File: config.mk
export PLATFORM = sky130hd
export DESIGN_NAME = rot_seq
export DESIGN_NICKNAME = d
export VERILOG_FILES = /design/src/rtl/rot_seq_pkg.sv /design/src/rtl/rot_seq.sv
export SDC_FILE = /design/constraint.sdc
export NUM_CORES = 1
export LEC_CHECK = 0
export CORE_ASPECT_RATIO = 1.2
export CORE_UTILIZATION = 25
export CTS_CLUSTER_DIAMETER = 30
export DETAILED_ROUTE_END_ITERATION = 10
export GPL_TIMING_DRIVEN = 0
export HOLD_SLACK_MARGIN = 0.05
export PLACE_DENSITY = 0.61
export SYNTH_ARGS = -nofsm -noshare
export SYNTH_HDL_FRONTEND = slang
export SYNTH_SLANG_ARGS = --single-unit
File: constraint.sdc
create_clock -name clk -period 4.8 [get_ports clk]
set_input_delay 0.96 -clock clk [delete_from_list [all_inputs] [get_ports clk]]
set_output_delay 0.96 -clock clk [all_outputs]
set_load 0.01 [all_outputs]
File: src/rtl/rot_seq_pkg.sv
// rtl/rot_seq_pkg.sv - shared CPU datapath constants and rotate sequencer state encoding
package rot_seq_pkg;

    // Datapath width shared by the shift unit, ALU and rotate sequencer
    localparam int DATA_W = 8;

    // Rotate direction encoding for the dir input
    localparam logic DIR_RIGHT = 1'b0;
    localparam logic DIR_LEFT  = 1'b1;

    typedef enum logic [1:0] {
        ST_IDLE  = 2'd0,
        ST_PASS  = 2'd1,
        ST_SHIFT = 2'd2,
        ST_DONE  = 2'd3
    } state_t;

endpackage

File: src/rtl/rot_seq.sv
// rtl/rot_seq.sv - multi-cycle rotate sequencer driving the combinational shift unit
module rot_seq
    import rot_seq_pkg::*;
#(
    parameter int DATA_W = rot_seq_pkg::DATA_W,
    parameter int AMT_W  = 3
) (
    input  logic              clk,
    input  logic              rst,
    input  logic              start,
    input  logic              dir,
    input  logic [AMT_W-1:0]  amt,
    input  logic [DATA_W-1:0] din,
    output logic              busy,
    output logic              done,
    output logic [DATA_W-1:0] dout,
    output logic              cf_out,
    output logic [DATA_W-1:0] sh_a,
    output logic              fbus,
    output logic              frbus,
    output logic              flbus,
    input  logic [DATA_W-1:0] sh_w,
    input  logic              sh_cf
);

    state_t            state;
    logic [DATA_W-1:0] data;
    logic [AMT_W-1:0]  cnt;
    logic              dir_r;
    logic              cf;

    // The data register feeds the shift unit and is the visible result
    assign sh_a   = data;
    assign dout   = data;
    assign cf_out = cf;

    // Sequencer FSM; selects, busy and done are registered alongside the state
    // so they change only on the clock edge that enters the state they belong to
    always_ff @(posedge clk or posedge rst) begin
        if (rst) begin
            state <= ST_IDLE;
            data  <= '0;
            cnt   <= '0;
            dir_r <= DIR_RIGHT;
            cf    <= 1'b0;
            busy  <= 1'b0;
            done  <= 1'b0;
            fbus  <= 1'b0;
            frbus <= 1'b0;
            flbus <= 1'b0;
        end else begin
            case (state)
                ST_IDLE: begin
                    if (start) begin
                        data  <= din;
                        cnt   <= amt;
                        dir_r <= dir;
                        busy  <= 1'b1;
                        if (amt == '0) begin
                            // Zero rotation still makes one pass through the shift unit
                            state <= ST_PASS;
                            fbus  <= 1'b1;
                        end else begin
                            state <= ST_SHIFT;
                            frbus <= (dir == DIR_RIGHT);
                            flbus <= (dir == DIR_LEFT);
                        end
                    end
                end
                ST_PASS: begin
                    data  <= sh_w;
                    cf    <= 1'b0;
                    fbus  <= 1'b0;
                    done  <= 1'b1;
                    state <= ST_DONE;
                end
                ST_SHIFT: begin
                    data <= sh_w;
                    cf   <= sh_cf;
                    cnt  <= cnt - AMT_W'(1);
                    if (cnt == AMT_W'(1)) begin
                        // Last rotation: drop the select before the result is flagged
                        frbus <= 1'b0;
                        flbus <= 1'b0;
                        done  <= 1'b1;
                        state <= ST_DONE;
                    end else begin
                        frbus <= (dir_r == DIR_RIGHT);
                        flbus <= (dir_r == DIR_LEFT);
                    end
                end
                ST_DONE: begin
                    done  <= 1'b0;
                    busy  <= 1'b0;
                    state <= ST_IDLE;
                end
                default: begin
                    state <= ST_IDLE;
                end
            endcase
        end
    end

endmodule

Yosys cells after proc, flatten, opt, wreduce, memory -nomap -nowiden. Cells that the tools add are included.

Add/sub/neg operators: 1. Equality and inequality tests: 8. Muxes and demuxes: 24. Bitwise operators: 2. Reductions and logical operators: 17.

Operator list (number): $pmux 8 s2 (1); $reduce_and 2->1 (6); $mux 1 (10); $pmux 1 s2 (5); $reduce_bool 2->1 (5); $mux 8 (1); $ne 2x2->1 const B (4); $pmux 2 s4 (1); $mux 2 (3); $pmux 3 s2 (1); $reduce_and 3->1 (2); $eq 2x2->1 const B (2); $eq 3x1->1 const B (1); $logic_not 3->1 (1); $mux 3 (1); $pmux 1 s3 (1); $reduce_bool 3->1 (1); $sub 3x1->3 const B (1); $eq 2x1->1 const B (1); $logic_not 2->1 (1); $not 1->1 (2); $reduce_or 2->1 (1).

Flip-flop bits (word level): 20. Bits of input ports: 24. Output and inout bits: 22. Logic and storage cells: 62.

Longest topological paths before layout.
Depth in word-level cells: 4. Depth in mapped cells: 7. Mapped depth without buffers: 5.

Worst setup path before layout. Ideal clock, no wire load.

Path type: input -> register. From: in start. To: reg data[2] (netlist: dout[2]). Library setup time: 123 ps. Arrival time: 1673 ps. Required time: 4677 ps. Path slack: 3004 ps. Stages: 5. Buffers on the path: 2. Path through: buf_6 nand2_4 or2_1 buf_2 o221a_1.

Word-level cells in the longest chain between the ends: 2.

Ends and longest elaborated chain: from (decl) (line rot_seq.sv:10) `input logic start,`; $ne 2x2->1 (no line); $reduce_and 2->1 (no line); to (signal assigned) (line rot_seq.sv:55) `data <= din;`; to (signal assigned) (line rot_seq.sv:71) `data <= sh_w;`; to (signal assigned) (line rot_seq.sv:78) `data <= sh_w;`; to (decl) (line rot_seq.sv:27) `logic [DATA_W-1:0] data;`.

Every way passes these cells. A chain may end at the register's enable or synchronous reset.

Worst setup path after layout.
From: reg data[0] (netlist: dout[0]). To: out sh_a[0].

RTL lines: to (decl) (line rot_seq.sv:18) `output logic [DATA_W-1:0] sh_a,`.

No word-level cell between the ends.

==> impl_metrics.csv <==
group,metric,value,unit
global_routing,grt_pass1_vias,966,
min_path,hold_path.class,"reg -> reg",
routing,via_per_inst,4.38,
power_and_ir_drop,power.density,668,nW/um^2
global_routing,grt_start_max_net_pins,21,
sta,max_freq,440,MHz
power_and_ir_drop,leakagePower,0.767,nW
synth,syn_area_per_cell,10.5,um^2
sta,worstMarginPinSlew,0.763,ns
clock_network,h-tree-depth,1,
synth,syn_inst,120,
floorplan,die_h,79.8,um
power_and_ir_drop,power,1.22,mW
power_and_ir_drop,comb_power_share,63.5,%
sta,final-setup-viol-count,0,
power_and_ir_drop,p_clk_share,10.6,%
clock_network,cts_resized,0,
run,max-cap-violations,0,
synth,yosysWarnings,0,
global_routing,grt_pass1_wl,4400,um
global_routing,met1_usage,12.9,%
min_path,hp-start,"cnt[1]$_DFFE_PP0P_",
sta,finalSetupTns,0,ns
synth,async_flop_share,100,%
clock_network,root_buffer,"clkbuf_8",
floorplan,die_area,5330,um^2
routing,drtPass1Iterations,4,
status,outcome,"finished, final reports clean",
critical_path,worstPathRequired,3.84,ns
power_and_ir_drop,ir_worst_vdd,175,uV
clock_network,cts.reportedPaths.clkPinSlew,0.08,ns
sta,hold_violations,0,
sta,relSlewSlack,49.1,%
routing,drtAntennaViolNets,0,
synth,synth_seq_cells,20,
global_routing,grt_remaining_overflow,0,
critical_path,arrival,1.31,ns
power_and_ir_drop,internal_power,0.771,mW
sta,fin_crit_sh,47.4,%
floorplan,core_area,4730,um^2
floorplan,fp.dieW,66.8,um
clock_network,cts_tree,"done",
sta,rsz0062_at_grt,"false",
critical_path,crit_type,"reg -> out",
sta,maxSlewViolCount,0,
critical_path,rrSetupSlack,2.99,ns
power_and_ir_drop,p_sw,0.451,mW
critical_path,worstSetupStartpointType,"register",
floorplan,row_count,27,
final_layout,antenna_cells,0,
final_layout,multi_input_area,611,um^2
synth,synth_edf_count,0,
synth,synth.area.top_cells,"dfrtp_1 (40%), ha_1 (7.0%), o221a_1 (5.4%)",
critical_path,rr_worst_depth,6,
routing,drc,0,
clock_network,numCtsBuffers,3,
routing,wl_per_cell,11.9,um
global_routing,antenna_found_initial,0,
final_layout,drive_above_1_share,16.1,%
power_and_ir_drop,power_frac_seq,25.9,%
floorplan,boundaryPins,46,
placement,port_buffers,44,
clock_network,hold_buffers,0,
final_layout,fillers,487,
final_layout,regArea,500,um^2
global_routing,grt_use_met2,19.1,%
synth,synth-seq-area-share,39.7,%
min_path,whs_path_depth,2,
final_layout,largest_reg_flops,8,
clock_network,max-clock-path-buffers,2,
global_routing,grt-busiest-layer,"met2",
synth,synth_nets,151,
clock_network,cts_sinks,20,
synth,synth_area,1260,um^2
critical_path,rr_endpoint,"dout[2]$_DFFE_PP0P_",
routing,drt-initial-drc-count,26,
placement,hpwl,2100,um
global_routing,use_met3,2.29,%
routing,vias,990,
min_path,worstHoldEndpoint,"cnt[1]$_DFFE_PP0P_",
routing,wirelength,2690,um
floorplan,initial_core_util,26.6,%
synth,yosys.cell_count.top_type,"dfrtp_1",
critical_path,r2r_start,"state[1]$_DFFE_PP0P_",
global_routing,grt_use_total,10.8,%
sta,fin_skew,0.00473,ns
synth,synth_top_area_share,39.7,%
power_and_ir_drop,switching_share,36.9,%
synth,yosysTopAreaCell,"dfrtp_1",
synth,ys_types,37,
sta,finalCriticalPeriod,2.27,ns
synth,ys_top_cells_by_count,"dfrtp_1 (20), inv_1 (11), buf_4 (8)",
final_layout,nets,200,
clock_network,clock_latency,0.26,ns
synth,ys.flop_type,"dfrtp_1",
clock_network,post_cts_buffers,0,
critical_path,critPathMaxFanout,4,
placement,gp_congestion,0.697,
critical_path,end_kind,"output pin",
final_layout,areaGrowthSynthToFinish,45.1,%
worst max path at each step:
stage / start / end / depth (start not counted)
after CTS: dout[0]$_DFFE_PP0P_ / sh_a[0] / 2
final: dout[0]$_DFFE_PP0P_ / sh_a[0] / 2
after global routing: dout[1]$_DFFE_PP0P_ / sh_a[1] / 2
after detailed placement: amt[0] / state[0]$_DFFE_PP0P_ / 4
after floorplan: start / dout[2]$_DFFE_PP0P_ / 5
after global placement: amt[0] / state[0]$_DFFE_PP0P_ / 4
cell families after synthesis:
| group | synth area share [%] |
|---|---|
| adder cells (fa/ha/maj) | 6.95 |
| buffers and inverters | 11.8 |
| flip-flops | 39.7 |
| AND/OR/NAND/NOR | 16.7 |
| AO/OA/AOI/OAI | 17.7 |
| multiplexers | 7.15 |
worst max-delay path: stages (launching register included):
cell and delay, ns:
dfrtp_1 0.41, buf_4 0.12, clkdlybuf4s50_1 0.52
cells in the final DEF (no fill, tap or decap), types with 4 or more instances in the layout:
cell type         n
nand2_1           4
clkdlybuf4s50_1  44
ha_1              7
clkbuf_8          4
buf_4             8
o221a_1           6
inv_1            11
dfrtp_1          20
a21oi_1           7
nand2b_1          7
layout make-up:
class                           instances  share of cell area [%]
Sequential cell                        20                    27.4
Timing Repair Buffer                   44                    24.1
Inverter                               11                    2.26
Multi-Input combinational cell         75                    33.4
Clock buffer                            4                    3.01
Buffer                                 14                    5.89
Tap cell                               58                    3.97
routing by layer:
metal | share of wire (%) | up-vias
met4 | 0.67 | 0
li1 | - | 512
met1 | 45 | 444
met3 | 7.0 | 2
met2 | 47 | 32
met5 | 0 | -
per-stage QoR:
| step | util (%) | setup WS (ns) | hold slack [ns] | area, um^2 | cells |
|---|---|---|---|---|---|
| 2_1_floorplan | - | 3.00 | 0.450 | 1260 | 120 |
| 3_3_place_gp | 37.5 | 2.51 | 0.467 | 1770 | 222 |
| 3_5_place_dp | 37.5 | 2.50 | 0.480 | 1770 | 222 |
| 4_1_cts | 38.7 | 2.52 | 0.498 | 1830 | 226 |
| 5_1_grt | 38.7 | 2.49 | 0.527 | 1830 | 226 |
| 6_report | 38.7 | 2.53 | 0.491 | 1830 | 226 |
power groups by stage:
stage	Combinational [mW]	Clock (mW)	Sequential, mW
final	0.776	0.129	0.317
after floorplan	0.488	0	0.335
after detailed placement	0.788	0	0.321
after global routing	0.868	0.139	0.328
after global placement	0.786	0	0.320
after CTS	0.791	0.134	0.318
Power figures use the tool's default switching activity.
